<file path="src/rtl/fetch_unit.sv">
// rtl/fetch_unit.sv - instruction fetch front-end with credit-limited requests and prefetch FIFO
// Optional FETCH_PERF_EN adds perf_instr_cnt / perf_flush_cnt.
module fetch_unit #(
    parameter int               XLEN       = 32,
    parameter logic [XLEN-1:0]  RESET_PC   = 32'h0000_0000,
    parameter int               FIFO_DEPTH = 4
) (
    input  logic             clk,
    input  logic             cpu_rst,
    output logic             mem_req_valid,
    input  logic             mem_req_ready,
    output logic [XLEN-1:0]  mem_req_addr,
    input  logic             mem_rsp_valid,
    input  logic [XLEN-1:0]  mem_rsp_data,
    input  logic             redirect_valid,
    input  logic [XLEN-1:0]  redirect_pc,
    output logic             instr_valid,
    input  logic             instr_ready,
    output logic [XLEN-1:0]  instr,
    output logic [XLEN-1:0]  instr_pc,
    output logic             fetch_misaligned
`ifdef FETCH_PERF_EN
    ,
    output logic [31:0]      perf_instr_cnt,
    output logic [31:0]      perf_flush_cnt
`endif
);

    localparam int AW = $clog2(FIFO_DEPTH);
    localparam int CW = AW + 1;
    localparam logic [CW:0] DEPTH_C = (CW+1)'(FIFO_DEPTH);

    typedef enum logic {RUN, FAULT} state_t;

    state_t          state;
    state_t          state_nxt;
    logic            run;

    logic [XLEN-1:0] fetch_pc;
    logic [XLEN-1:0] rsp_pc;
    logic [CW-1:0]   outstanding;
    logic [CW-1:0]   out_nxt;
    logic [CW-1:0]   drop;
    logic [CW-1:0]   fifo_count;
    logic [CW-1:0]   count_nxt;
    logic [AW-1:0]   rd_ptr;
    logic [AW-1:0]   wr_ptr;
    logic [CW:0]     credit_used;

    logic [XLEN-1:0] mem_instr [FIFO_DEPTH];
    logic [XLEN-1:0] mem_pc    [FIFO_DEPTH];

    logic            req_fire;
    logic            rsp_fire;
    logic            rsp_drop;
    logic            push;
    logic            pop;

    always_ff @(posedge clk or posedge cpu_rst) begin
        if (cpu_rst) state <= RUN;
        else         state <= state_nxt;
    end

    always_comb begin
        state_nxt = state;
        if (redirect_valid)
            state_nxt = (redirect_pc[1:0] == 2'b00) ? RUN : FAULT;
    end

    always_comb begin
        run              = (state == RUN);
        fetch_misaligned = (state == FAULT);
    end

    assign credit_used   = {1'b0, outstanding} + {1'b0, fifo_count};
    // Gating with cpu_rst keeps the request channel quiet while reset is held.
    assign mem_req_valid = !cpu_rst && run && (credit_used < DEPTH_C) && !redirect_valid;
    assign mem_req_addr  = fetch_pc;
    assign req_fire      = mem_req_valid && mem_req_ready;

    // Responses with nothing outstanding are strays from before a reset.
    assign rsp_fire = mem_rsp_valid && (outstanding != '0);
    assign rsp_drop = rsp_fire && (drop != '0);
    assign push     = rsp_fire && !rsp_drop && run && !redirect_valid;
    assign pop      = instr_valid && instr_ready;

    always_comb begin
        out_nxt = outstanding;
        if (req_fire && !rsp_fire)
            out_nxt = outstanding + CW'(1);
        else if (!req_fire && rsp_fire)
            out_nxt = outstanding - CW'(1);
    end

    always_comb begin
        count_nxt = fifo_count;
        if (push && !pop)
            count_nxt = fifo_count + CW'(1);
        else if (!push && pop)
            count_nxt = fifo_count - CW'(1);
    end

    always_ff @(posedge clk or posedge cpu_rst) begin
        if (cpu_rst) begin
            fetch_pc    <= RESET_PC;
            rsp_pc      <= RESET_PC;
            outstanding <= '0;
            drop        <= '0;
            fifo_count  <= '0;
            rd_ptr      <= '0;
            wr_ptr      <= '0;
        end else begin
            outstanding <= out_nxt;
            if (redirect_valid) begin
                // Everything still in flight after this cycle belongs to the old path.
                fetch_pc   <= redirect_pc;
                rsp_pc     <= redirect_pc;
                drop       <= out_nxt;
                fifo_count <= '0;
                rd_ptr     <= '0;
                wr_ptr     <= '0;
            end else begin
                if (req_fire) fetch_pc <= fetch_pc + XLEN'(4);
                if (push)     rsp_pc   <= rsp_pc + XLEN'(4);
                if (rsp_drop) drop     <= drop - CW'(1);
                if (push)     wr_ptr   <= wr_ptr + AW'(1);
                if (pop)      rd_ptr   <= rd_ptr + AW'(1);
                fifo_count <= count_nxt;
            end
        end
    end

    always_ff @(posedge clk) begin
        if (push) begin
            mem_instr[wr_ptr] <= mem_rsp_data;
            mem_pc[wr_ptr]    <= rsp_pc;
        end
    end

    assign instr_valid = (fifo_count != '0);
    assign instr       = instr_valid ? mem_instr[rd_ptr] : '0;
    assign instr_pc    = instr_valid ? mem_pc[rd_ptr]    : '0;

`ifdef FETCH_PERF_EN
    always_ff @(posedge clk or posedge cpu_rst) begin
        if (cpu_rst) begin
            perf_instr_cnt <= '0;
            perf_flush_cnt <= '0;
        end else begin
            if (pop)            perf_instr_cnt <= perf_instr_cnt + 32'(1);
            if (redirect_valid) perf_flush_cnt <= perf_flush_cnt + 32'(1);
        end
    end
`endif

endmodule
</file>
<file path="config.mk">
export PLATFORM = sky130hd
export DESIGN_NAME = fetch_unit
export DESIGN_NICKNAME = d
export VERILOG_FILES = /design/src/rtl/fetch_unit.sv
export SDC_FILE = /design/constraint.sdc
export NUM_CORES = 1
export LEC_CHECK = 0
export BUFFER_PORTS_ARGS = -buffer_cell sky130_fd_sc_hd__buf_2
export CELL_PAD_IN_SITES_DETAIL_PLACEMENT = 0
export CELL_PAD_IN_SITES_GLOBAL_PLACEMENT = 1
export CORE_ASPECT_RATIO = 2
export CORE_MARGIN = 1.5
export CORE_UTILIZATION = 49
export CTS_CLUSTER_DIAMETER = 100
export DETAILED_ROUTE_END_ITERATION = 10
export GPL_TIMING_DRIVEN = 0
export PLACE_DENSITY_LB_ADDON = 0.1
export SETUP_SLACK_MARGIN = 0.2
export SYNTH_ARGS = -nofsm -noshare
export SYNTH_HDL_FRONTEND = slang
export SYNTH_SLANG_ARGS = --single-unit
</file>
<file path="constraint.sdc">
create_clock -name clk -period 5.4 [get_ports clk]
set_clock_uncertainty 0.1 [all_clocks]
set_input_delay 0.54 -clock clk [delete_from_list [all_inputs] [get_ports clk]]
set_output_delay 0.54 -clock clk [all_outputs]
set_load 0.01 [all_outputs]
</file>
# Yosys cells after proc, flatten, opt, wreduce, memory -nomap -nowiden
# Memory sizes are Yosys's and may differ from the RTL's.
# Cells that the tools add are included.
[totals]
regBits = 78
mem_bits_rw = 256
input_bits = 70
output_inout_bits = 99
elab_cells = 72
n_memories = 2
[mem_list]
columns = ["name", "words", "width", "read_ports", "rd_ports_with_merged_regs", "wr", "line_no", "source"]
rows = [
  ["mem_instr", 4, 32, 1, 0, 1, "50", "logic [XLEN-1:0] mem_instr [FIFO_DEPTH];"],
  ["mem_pc", 4, 32, 1, 0, 1, "51", "logic [XLEN-1:0] mem_pc [FIFO_DEPTH];"],
]
[op_classes]
add_sub_neg = 10
magnitude_cmp = 1
muxes = 20
bitwise_logic = 1
n_reduce_logical = 30
[ops]
columns = ["cell", "n"]
rows = [
  ["32-bit 2-to-1 mux", 6],
  ["32-bit by 3-bit adder with 32-bit output (second input constant)", 2],
  ["3-bit 2-to-1 mux", 7],
  ["1-bit logical AND", 14],
  ["3-bit nonzero test", 4],
  ["3-bit by 1-bit subtractor with 3-bit output (second input constant)", 3],
  ["2-bit 2-to-1 mux", 4],
  ["2-bit nonzero test", 4],
  ["1-bit logical NOT", 7],
  ["3-bit by 1-bit adder with 3-bit output (second input constant)", 2],
  ["2-bit by 1-bit adder with 2-bit output (second input constant)", 2],
  ["3-bit by 3-bit adder with 4-bit output", 1],
  ["4-bit by 3-bit less-than comparator with 1-bit output (second input constant)", 1],
  ["1-bit 2-to-1 mux", 3],
  ["2-bit logical NOT", 1],
  ["1-bit NOT", 1],
]

# Longest topological paths before layout
# Gate-level depths: netlist (run 1).
[logic_depth]
word_depth = 12
depth_mapped = 12
mapped_depth_nobuf = 11

# Worst setup path after synthesis (run 1)
# Ideal clock, no wire load.
[synth_path]
path_type = "reg-to-reg"
from = "reg outstanding[0]"
to = "mem mem_instr[0][0], enable pin"
setup_time_ps = 429
arrival_time_ps = 3215
required_ps = 4871
slack_ps = 1656
path_stages_with_launch = 8
n_path_buf = 1
period_less_slack_ps = 3744
cell_sequence = "dfrtp_1 -> inv_1 -> ha_1 -> ha_1 -> and4bb_2 -> nor2b_1 -> buf_2 -> and3_1"
[synth_between]
elab_chain_len = 9
[synth_rtl]
columns = ["element", "line_no", "source"]
rows = [
  ["start: declaration", "41", "logic [CW-1:0] outstanding;"],
  ["start signal: assignment", "113", "outstanding <= out_nxt;"],
  ["3-bit nonzero test *", "82", "assign rsp_fire = mem_rsp_valid && (outstanding != '0);"],
  ["1-bit logical AND *", "82", ""],
  ["1-bit logical AND", "83", "assign rsp_drop = rsp_fire && (drop != '0);"],
  ["1-bit logical NOT", "84", "assign push = rsp_fire && !rsp_drop && run && !redirect_valid;"],
  ["1-bit logical AND * (3 in a row)", "84", ""],
  ["1-bit 2-to-1 mux *", "134", "if (push) begin"],
  ["1-bit 2-to-1 mux (implied by the code) *", "135", "mem_instr[wr_ptr] <= mem_rsp_data;"],
  ["end: declaration", "50", ""],
]
# Mark *: on every way between the ends. The rest lies on a longest branch, timed or not.

# Worst setup path in the final report (run 1)
[layout_path]
from = "reg fifo_count[0]"
to = "out instr_pc[9]"
[layout_between]
elab_chain_len = 2
[layout_rtl]
columns = ["element", "line_no", "source"]
rows = [
  ["start: declaration", "44", "logic [CW-1:0] fifo_count;"],
  ["start signal: assignment", "128", "fifo_count <= count_nxt;"],
  ["3-bit nonzero test", "140", "assign instr_valid = (fifo_count != '0);"],
  ["32-bit 2-to-1 mux", "142", "assign instr_pc = instr_valid ? mem_pc[rd_ptr] : '0;"],
  ["end: declaration", "20", "output logic [XLEN-1:0] instr_pc,"],
]
# Every way passes these cells.

==> flow_summary.toml, run 1 <==
[die]
initial_utilization_pct = 49.9
num_rows = 87
fp.dieW_um = 123
design.core.area_um2 = 28300
die_h_um = 243
io-pin-count = 169
die-area_um2 = 29900

[layout]
finish.instance_area_um2 = 16500
syn_to_final_growth_pct = 16.6
diodes = 0
layout.nets = 1177
fillers = 2342
finish.cell_count_without_fillers = 1471
final_layout_size_suffix_gt1_share_pct = 28.3

[logic_synthesis]
synth_enable_flop_cells = 256
yosysTopAreaCellShare_pct = 54.4
post-synth-top-count-cell = "edfxtp_1"
ys_dominant_reg_cell = "edfxtp_1"
synth.top_cells.by_area = "edfxtp_1 54%, dfrtp_1 14%, mux4_2 10%"
netlist_top_cells_count = "256 x edfxtp_1, 78 x dfrtp_1, 69 x and2_1"
synth_area_per_cell_um2 = 15.9
yosys.cell_types.count = 58
async_flop_share_pct = 23.4
share_of_the_yosys_chip_area_belonging_to_registers_pct = 68.2
synthCells = 890
post_synthesis_cell_area_um2 = 14100
ys_warn_count = 0
dominant_cell_type_by_area_after_synthesis = "edfxtp_1"
synth.ff_latch_count = 334
postSynthNetCount = 974

[global_routing]
grt_max_degree = 56
via_count_of_the_first_global_routing_pass = 8628
grt_overflow_total = 0
grt_pass1_wl_um = 48700
grt_antenna_before_repair = 0
grtUsageTotal_pct = 21.6

[clock_network]
number_of_h_tree_branching_levels = 1
clock-root-buffer = "clkbuf_16"
numCtsBuffers = 28
clock_path_buffers = 3
worst_skew_pair_latency_ps = 560
numClockSinks = 334
clk_transition_reported_paths_ps = 70
cts_tree = "built"

[setup_path]
cpMostUsedCell = "clkbuf_1"
startpoint_type = "flop"
slowest_delay_ps = 480
rr_startpoint = "outstanding[1]"
worst-path-max-fanout = 10
timing.reg2reg.worst_path_depth = 8
crit-reg2reg-capture = "mem_instr[2][31]"
worstSetupPathType = "reg -> out"
crit_path_end_kind = "primary output"
cp_cell_sequence = "or3_1, clkbuf_1, clkbuf_1, clkbuf_1, and2_1, buf_2"
crit_slowest_cell = "clkbuf_1"
timing.critical_path.from = "fifo_count[0]"
ff2ff_setup_slack_ps = 2260
data_arrival_critical_path_ps = 2810
worst_ep_required_time_ps = 4760

[sta]
max_clock_freq_mhz = 290
fin_worst_hold_slack_ps = 106
rsz0062_at_grt = "no"
tns_ps = 0
finalSetupViolations = 0
max_slew_violation_count = 0
period_minus_slack_ps = 3450
actual_transition_at_the_worst_max_transition_pin_ps = 953
timing.slew.headroom_pct = 36.4
timing.final.hold_violations = 0
fin_crit_sh_pct = 63.8

[power_and_ir_drop]
cellPowerDensity_nw_per_um2 = 381
ir_worst_vdd_v = 0.000265
totalPowerFinal_mw = 6.28
p_leak_nw = 5.95

[min_path]
worst_hold_path_type = "in -> reg"
hold_path_depth = 1
min-delay-start = "mem_rsp_data[30]"
whs_endpoint = "mem_instr[3][30]"

[route]
drt-vias-per-instance = 5.58
drt_first_iter_violations = 511
drc = 0
drt-wirelength-per-cell_um = 21.4
antenna_violating_nets_post_route = 0
num_vias = 8211
drt-total-wl_um = 31500
firstDrtPassIters = 5

[place]
numPlacedInstances = 1418
finalWeightedCongestion = 0.964
place_area_um2 = 15600
dpl.hpwl_um = 21800
port-buffer-count = 167

[job]
drv_cap = 0

[status]
outcome = "completed"
[worst max-delay path: cells and delay by family, from the launching register on]
kind / cells / cell delay, ps
flip-flops: 1 / 420
AND/OR/NAND/NOR: 2 / 390
buffers and inverters: 4 / 1440
[cell type report]
class / count / area [um^2] / share of cell area, %
clock inverter: 21 / 168 / 1.02
clock buffer: 31 / 733 / 4.45
buffer: 46 / 189 / 1.15
timing repair buffer: 173 / 983 / 5.97
tap: 356 / 445 / 2.70
sequential: 334 / 9640 / 58.5
inverter: 25 / 96.3 / 0.585
multi-input combinational: 485 / 4230 / 25.6
[metal layers]
metal  up-vias  global-route usage (%)  share of wire, %
met2       227                    40.5                56
li1       3801                       -                 -
met1      4138                    24.7                37
met4         0                    7.74               3.1
met5         -                       0                 0
met3        45                    2.42               4.3
[cells in the final DEF (no fill, tap or decap), types with 5 or more instances in the layout]
cell,netlist,routed
edfxtp_1,256,256
buf_2,10,177
dfrtp_1,78,78
and2_1,69,69
mux4_2,64,64
nand2_1,55,55
nand3_1,32,32
xnor2_1,32,32
clkbuf_1,28,30
clkbuf_16,0,29
nor2_1,27,27
inv_1,25,24
o21ai_0,21,21
o21ai_1,17,17
nand4_1,13,13
nor3_1,13,13
o211ai_1,13,13
ha_1,13,13
xor2_1,11,11
nor4_1,11,11
mux2i_1,10,10
a21oi_1,9,9
mux2_2,8,8
and4_1,8,8
buf_1,7,7
o311ai_1,6,6
clkinv_1,0,6
clkinv_2,0,5
clkinvlp_4,0,5
buf_16,0,5
[metrics by stage]
step / setup slack [ps] / util [%]
after floorplan: 1660 / -
after global placement: 120 / 54.4
after detailed placement: 2210 / 55.0
after CTS: 1800 / 58.2
after global routing: 1730 / 58.2
final: 1950 / 58.2
[worst max path at each step]
stage | depth (start not counted) | slack [ps] | to
floorplan | 7 | 1660 | mem_instr[0][0]
global placement | 7 | 120 | mem_instr[2][9]
detailed placement | 8 | 2210 | mem_instr[2][5]
CTS | 6 | 1800 | instr_pc[9]
global route | 6 | 1730 | instr_pc[9]
finish | 6 | 1950 | instr_pc[9]
[flip-flops by register name (all words and copies together) (netlist names)]
name and flops:
drop 3, outstanding 3, fifo_count 3, mem_instr 128
rd_ptr 2, fetch_misaligned 1, wr_ptr 2, mem_pc 128
rsp_pc 32, mem_req_addr 32
[cells by family after synthesis]
| group | after synthesis | share of synthesized area [%] |
|---|---|---|
| DFF | 334 | 68.2 |
| and+or+nand+nor | 263 | 10.6 |
| AOI/OAI and AO/OA | 83 | 3.65 |
| muxes | 82 | 11.5 |
| buffers and inverters | 71 | 2.00 |
| xor gates and xnor gates | 43 | 2.67 |
| adders and majority gates | 14 | 1.29 |
[power by group]
part | internal [mW] | total (mW) | switching (mW) | leakage, nW
logic | 0.586 | 1.31 | 0.722 | 2.28
clock network | 1.08 | 1.98 | 0.904 | 0.426
registers | 2.87 | 2.99 | 0.116 | 3.25
total | 4.54 | 6.28 | 1.74 | 5.95
[repair_timing]
action                                 CTS  global route
hold buffers                             1             0
gates resized for setup                  0             0
endpoints found under the hold margin   23             0
setup buffers                            0             0
Note: power is estimated with default switching activity, not from simulation.
==> inputs of run 2 (changes only) <==
--- a/config.mk
+++ b/config.mk
@@ -10,7 +10,7 @@
 export CELL_PAD_IN_SITES_GLOBAL_PLACEMENT = 1
 export CORE_ASPECT_RATIO = 2
 export CORE_MARGIN = 1.5
-export CORE_UTILIZATION = 49
+export CORE_UTILIZATION = 44
 export CTS_CLUSTER_DIAMETER = 100
 export DETAILED_ROUTE_END_ITERATION = 10
 export GPL_TIMING_DRIVEN = 0
==> constraint.sdc (replaced) <==
create_clock -name clk -period 2.9 [get_ports clk]
set_clock_uncertainty 0.1 [all_clocks]
set_input_delay 0.29 -clock clk [delete_from_list [all_inputs] [get_ports clk]]
set_output_delay 0.29 -clock clk [all_outputs]
set_load 0.01 [all_outputs]
==> run 2 against run 1 <==
Cell count grew 9.9%. Power rose by 94%. Sequential cell count is the same. Routed wire length increased by 8.7%. Worst hold slack worse by 79 ps. Critical path type is now reg -> reg. Largest cell class unchanged.
==> flow_summary.toml, run 2 (synthesis results as in run 1) <==
[sta]
actual_transition_at_the_worst_max_transition_pin_ps = 1020
timing.final.hold_violations = 0
max_clock_freq_mhz = 371
finalSetupViolations = 0
timing.slew.headroom_pct = 32.2
period_minus_slack_ps = 2690
fin_crit_sh_pct = 92.9
rsz0062_at_grt = "yes"
max_slew_violation_count = 0

[die]
num_rows = 92
initial_utilization_pct = 44.8
io-pin-count = 169
die_h_um = 256
fp.dieW_um = 130
die-area_um2 = 33300
design.core.area_um2 = 31500

[setup_path]
data_arrival_critical_path_ps = 3010
worst_ep_required_time_ps = 3220
worst-path-max-fanout = 12
startpoint_type = "flop"
crit_path_end_kind = "flop"
worstSetupPathType = "reg -> reg"
ff2ff_setup_slack_ps = 210

[job]
drv_cap = 0

[route]
drt-vias-per-instance = 5.30
drt-wirelength-per-cell_um = 21.1
drc = 0
num_vias = 8565
drt_first_iter_violations = 479
antenna_violating_nets_post_route = 0
drt-total-wl_um = 34200
firstDrtPassIters = 5

[layout]
final_layout_size_suffix_gt1_share_pct = 30.4
multiInputGateArea_um2 = 4350
seq_cell_area_um2 = 9640
diodes = 0
syn_to_final_growth_pct = 24.1
finish.instance_area_um2 = 17500
fin_util_pct = 55.6
fillers = 2705
layout_commonest_cell = "edfxtp_1"
mostFrequentLayoutCells = "256 x edfxtp_1, 173 x buf_2, 78 x dfrtp_1, 69 x and2_1"
layout.nets = 1258
largest_registers = "mem_instr (128), mem_pc (128)"

[power_and_ir_drop]
power_frac_seq_pct = 45.6
comb_power_share_pct = 22.1
cellPowerDensity_nw_per_um2 = 696
internal_power_mw = 8.88
ir_worst_vdd_v = 0.000427
p_sw_share_pct = 27.2
totalPowerFinal_mw = 12.2
p_leak_nw = 6.41
power.net_switching_mw = 3.32
clock_power_share_pct = 32.3

[place]
dpl.hpwl_um = 22600
port-buffer-count = 167
place_area_um2 = 15500
finalWeightedCongestion = 0.891

[clock_network]
numCtsBuffers = 29
clock-root-buffer = "clkbuf_16"
clock_path_buffers = 3
number_of_h_tree_branching_levels = 1
worst_skew_pair_latency_ps = 550
numClockSinks = 334
cts_tree = "built"
clk_transition_reported_paths_ps = 70

[status]
outcome = "completed"

[global_routing]
grt_pass1_wl_um = 52100
grt_overflow_total = 0
via_count_of_the_first_global_routing_pass = 8998
grtUsageTotal_pct = 21.1
grt_antenna_before_repair = 0
grt_max_degree = 63

[min_path]
worst_hold_path_type = "in -> reg"
run 2: cell count changes in the layout (fill, tap and decap cells not counted), moves of 4 or more:
cell,before,now
nor4_1,11,5
dlygate4sd3_1,1,64
clkbuf_4,0,9
clkbuf_1,30,18
buf_4,1,17
buf_1,7,2
buf_16,5,1
nor4_2,1,6
buf_2,177,173
and3_4,4,8
buf_12,0,4
run 2: metal layers:
| layer | global-route usage (%) | part of all wire, % |
|---|---|---|
| met1 | 23.7 | 37 |
| met2 | 39.9 | 56 |
| met3 | 2.04 | 3.4 |
| met4 | 8.49 | 4.0 |
| met5 | 0 | 0 |
run 2: what timing repair did:
item                       in CTS  in global routing
hold buffers                   64                  0
pin swaps                       7                  2
gates cloned                    6                  0
resized for setup              57                 24
hold endpoints to repair      268                  0
setup buffers                   7                  8
setup endpoints to repair     349                293
run 2: worst max-delay path: stages (launching register included):
cell      delay (ps)
dfrtp_1          420
inv_2             70
ha_2             170
ha_2             170
and4bb_4         230
nor2b_4          150
buf_12           160
and3_1           190
fa_2             340
and3_1           170
mux2i_1          150
xor2_1           180
nor2_1            50
run 2: path summary, 6_finish.rpt:
check                                      start                to  cells past startpoint
worst min-delay path             redirect_pc[12]        rsp_pc[12]                      3
worst max-delay path              outstanding[1]     fifo_count[2]                     12
max in group asynchronous                cpu_rst   mem_req_addr[8]                      4
min in group asynchronous                cpu_rst  mem_req_addr[27]                      3
worst min register to register  mem_req_addr[15]  mem_req_addr[15]                      1
worst max register to register    outstanding[1]     fifo_count[2]                     12
run 2: final cells by class:
cell class,count,share of cell area (%)
buffer,46,1.88
clock buffer,32,4.26
clock inverter,19,1.21
inverter,25,0.549
multi-input combinational,491,24.8
sequential,334,55.0
tap,423,3.02
timing repair buffer,247,9.29
run 2: power groups by stage:
stage / clock network (mW) / registers, mW / logic (mW)
after floorplan: 0 / 5.62 / 1.54
after global placement: 0 / 5.66 / 2.47
after detailed placement: 0 / 5.67 / 2.50
after CTS: 4.04 / 5.56 / 2.70
after global routing: 4.20 / 5.59 / 3.00
final: 3.94 / 5.57 / 2.70
run 2: stage by stage:
stage                     hold WS [ps]  setup WS, ps  setup TNS, ps  cells
after floorplan                    289           243              0    890
after global placement             402          -815        -267480   1480
after detailed placement           191          -822        -204260   1481
after CTS                        0.581          96.9              0   1609
after global routing              69.5          96.7              0   1617
final                             27.7           207              0   1617
==> inputs of run 3 (changes only) <==
--- a/config.mk
+++ b/config.mk
@@ -6,6 +6,7 @@
 export NUM_CORES = 1
 export LEC_CHECK = 0
 export BUFFER_PORTS_ARGS = -buffer_cell sky130_fd_sc_hd__buf_2
+export CAP_MARGIN = 10
 export CELL_PAD_IN_SITES_DETAIL_PLACEMENT = 0
 export CELL_PAD_IN_SITES_GLOBAL_PLACEMENT = 1
 export CORE_ASPECT_RATIO = 2
@@ -14,7 +15,7 @@
 export CTS_CLUSTER_DIAMETER = 100
 export DETAILED_ROUTE_END_ITERATION = 10
 export GPL_TIMING_DRIVEN = 0
-export PLACE_DENSITY_LB_ADDON = 0.1
+export PLACE_DENSITY_LB_ADDON = 0.12
 export SETUP_SLACK_MARGIN = 0.2
 export SYNTH_ARGS = -nofsm -noshare
 export SYNTH_HDL_FRONTEND = slang
==> run 3 against run 2 <==
Cell count rose by 0.12%. Register-to-register slack improved by 30 ps. Count of clock-buffer cells in the layout unchanged. Critical path type unchanged. Combinational power up 2%. Global-route usage rose by 0.80 points. Highest routed layer unchanged. Design area rose by 0.34%.
==> flow_summary.toml, run 3 (synthesis results as in run 1) <==
[power_and_ir_drop]
cellPowerDensity_nw_per_um2 = 702
totalPowerFinal_mw = 12.3
power.net_switching_mw = 3.37
clock_power_share_pct = 32.6
p_sw_share_pct = 27.3
comb_power_share_pct = 22.4
internal_power_mw = 8.98
ir_worst_vdd_v = 0.000414
power_frac_seq_pct = 45.0
p_leak_nw = 6.40

[die]
initial_utilization_pct = 44.8
die-area_um2 = 33300
die_h_um = 256
fp.dieW_um = 130
design.core.area_um2 = 31500
io-pin-count = 169
num_rows = 92

[layout]
seq_cell_area_um2 = 9640
diodes = 0
finish.cell_count_without_fillers = 1619
layout.nets = 1258
largest_registers = "mem_instr (128), mem_pc (128)"
fillers = 2664
layout_commonest_cell = "edfxtp_1"
syn_to_final_growth_pct = 24.5
final_layout_size_suffix_gt1_share_pct = 30.7
fin_util_pct = 55.8
multiInputGateArea_um2 = 4420
mostFrequentLayoutCells = "256 x edfxtp_1, 176 x buf_2, 78 x dfrtp_1, 68 x and2_1"

[setup_path]
startpoint_type = "flop"
data_arrival_critical_path_ps = 2780
worst-path-max-fanout = 16
crit_path_end_kind = "flop"
worst_ep_required_time_ps = 3010
crit-reg2reg-capture = "mem_instr[3][14]"
ff2ff_setup_slack_ps = 230
rr_startpoint = "outstanding[0]"
timing.reg2reg.worst_path_depth = 8
worstSetupPathType = "reg -> reg"

[place]
dpl.hpwl_um = 22400
finalWeightedCongestion = 0.901
port-buffer-count = 167
numPlacedInstances = 1481
pre_cts_ws_ps = -743

[sta]
actual_transition_at_the_worst_max_transition_pin_ps = 1250
timing.final.hold_violations = 0
fin_worst_hold_slack_ps = 37.5
fin_crit_sh_pct = 91.9
fin_ws_ps = 234
period_minus_slack_ps = 2670
finalSetupViolations = 0
rsz0062_at_grt = "yes"
max_clock_freq_mhz = 375
timing.slew.headroom_pct = 17.0
max_slew_violation_count = 0

[min_path]
hold_path_depth = 3
min-delay-start = "redirect_pc[12]"
worst_hold_path_type = "in -> reg"
whs_endpoint = "rsp_pc[12]"

[clock_network]
worst_skew_pair_latency_ps = 560
cts_tree = "built"
clock_path_buffers = 3
number_of_h_tree_branching_levels = 1
numCtsBuffers = 29
clk_transition_reported_paths_ps = 70
numClockSinks = 334
clock-root-buffer = "clkbuf_16"

[job]
drv_cap = 0

[global_routing]
via_count_of_the_first_global_routing_pass = 9163
grt_max_degree = 59
grt_overflow_total = 0
grtUsageTotal_pct = 21.9
grt_antenna_before_repair = 0
grt_pass1_wl_um = 54000

[route]
num_vias = 8681
met1Wirelength_um = 12700
firstDrtPassIters = 5
drt-total-wl_um = 35400
antenna_violating_nets_post_route = 0
dr.max_layer_used = "met4"
drt_first_iter_violations = 544
drt-vias-per-instance = 5.36
met3_length_um = 1270
drt-wirelength-per-cell_um = 21.9
met2_length_um = 20400
drc = 0

[status]
outcome = "completed"
==> run 3: changes by cell type in the layout (fill, tap and decap cells not counted), sizes merged, moves of 3 or more <==
| cell | delta |
|---|---|
| and3 | +5 |
| clkinvlp | +4 |
| buf | -5 |
| inv | -3 |
==> run 3: worst max path at each step <==
stage / start / to / slack (ps) / cells after the start
after floorplan: outstanding[0] / mem_instr[0][0] / 240 / 7
after global placement: cpu_rst / mem_req_addr[2] / -810 / 2
final: outstanding[0] / mem_instr[3][14] / 230 / 8
after global routing: outstanding[0] / fifo_count[2] / 100 / 12
after detailed placement: outstanding[0] / mem_instr[0][4] / -740 / 7
after CTS: outstanding[1] / fifo_count[2] / 200 / 12
==> run 3: power groups by stage <==
stage | Combinational (mW) | Sequential, mW | Clock [mW]
finish | 2.76 | 5.56 | 4.02
global route | 3.05 | 5.58 | 4.26
CTS | 2.76 | 5.56 | 4.11
detailed placement | 2.48 | 5.66 | 0
global placement | 2.45 | 5.66 | 0
floorplan | 1.54 | 5.62 | 0
==> run 3: repair_timing <==
action                                 CTS  global route
endpoints found under the hold margin  253             0
hold buffers                            64             0
resized for setup                       62            24
setup endpoints to repair              344            53
pin swaps                                7             0
gates cloned                            12             0
buffers inserted                         5             4
==> run 3: through the flow <==
step           area (um^2)  setup TNS [ps]
2_1_floorplan        14200               0
3_3_place_gp         15500         -257190
3_5_place_dp         15500         -183180
4_1_cts              17500               0
5_1_grt              17600               0
6_report             17600               0
==> run 3: area by class of cell <==
type | instances | share of cell area (%)
Inverter | 25 | 0.548
Multi-Input combinational cell | 496 | 25.1
Clock inverter | 21 | 1.39
Buffer | 46 | 1.83
Tap cell | 423 | 3.01
Sequential cell | 334 | 54.8
Clock buffer | 32 | 4.19
Timing Repair Buffer | 242 | 9.12
==> run 3: worst max-delay path, cell delays in order (launching register included) <==
cell,delay [ps]
dfrtp_1,360
inv_1,80
ha_4,160
ha_4,150
and4bb_4,410
nor2b_4,230
buf_4,140
bufbuf_16,280
and3_4,400
==> run 3: layer usage <==
layer,track usage [%],vias to the layer above
met2,42.1,234
li1,-,4001
met5,0,-
met3,2.32,56
met4,7.38,0
met1,24.5,4390
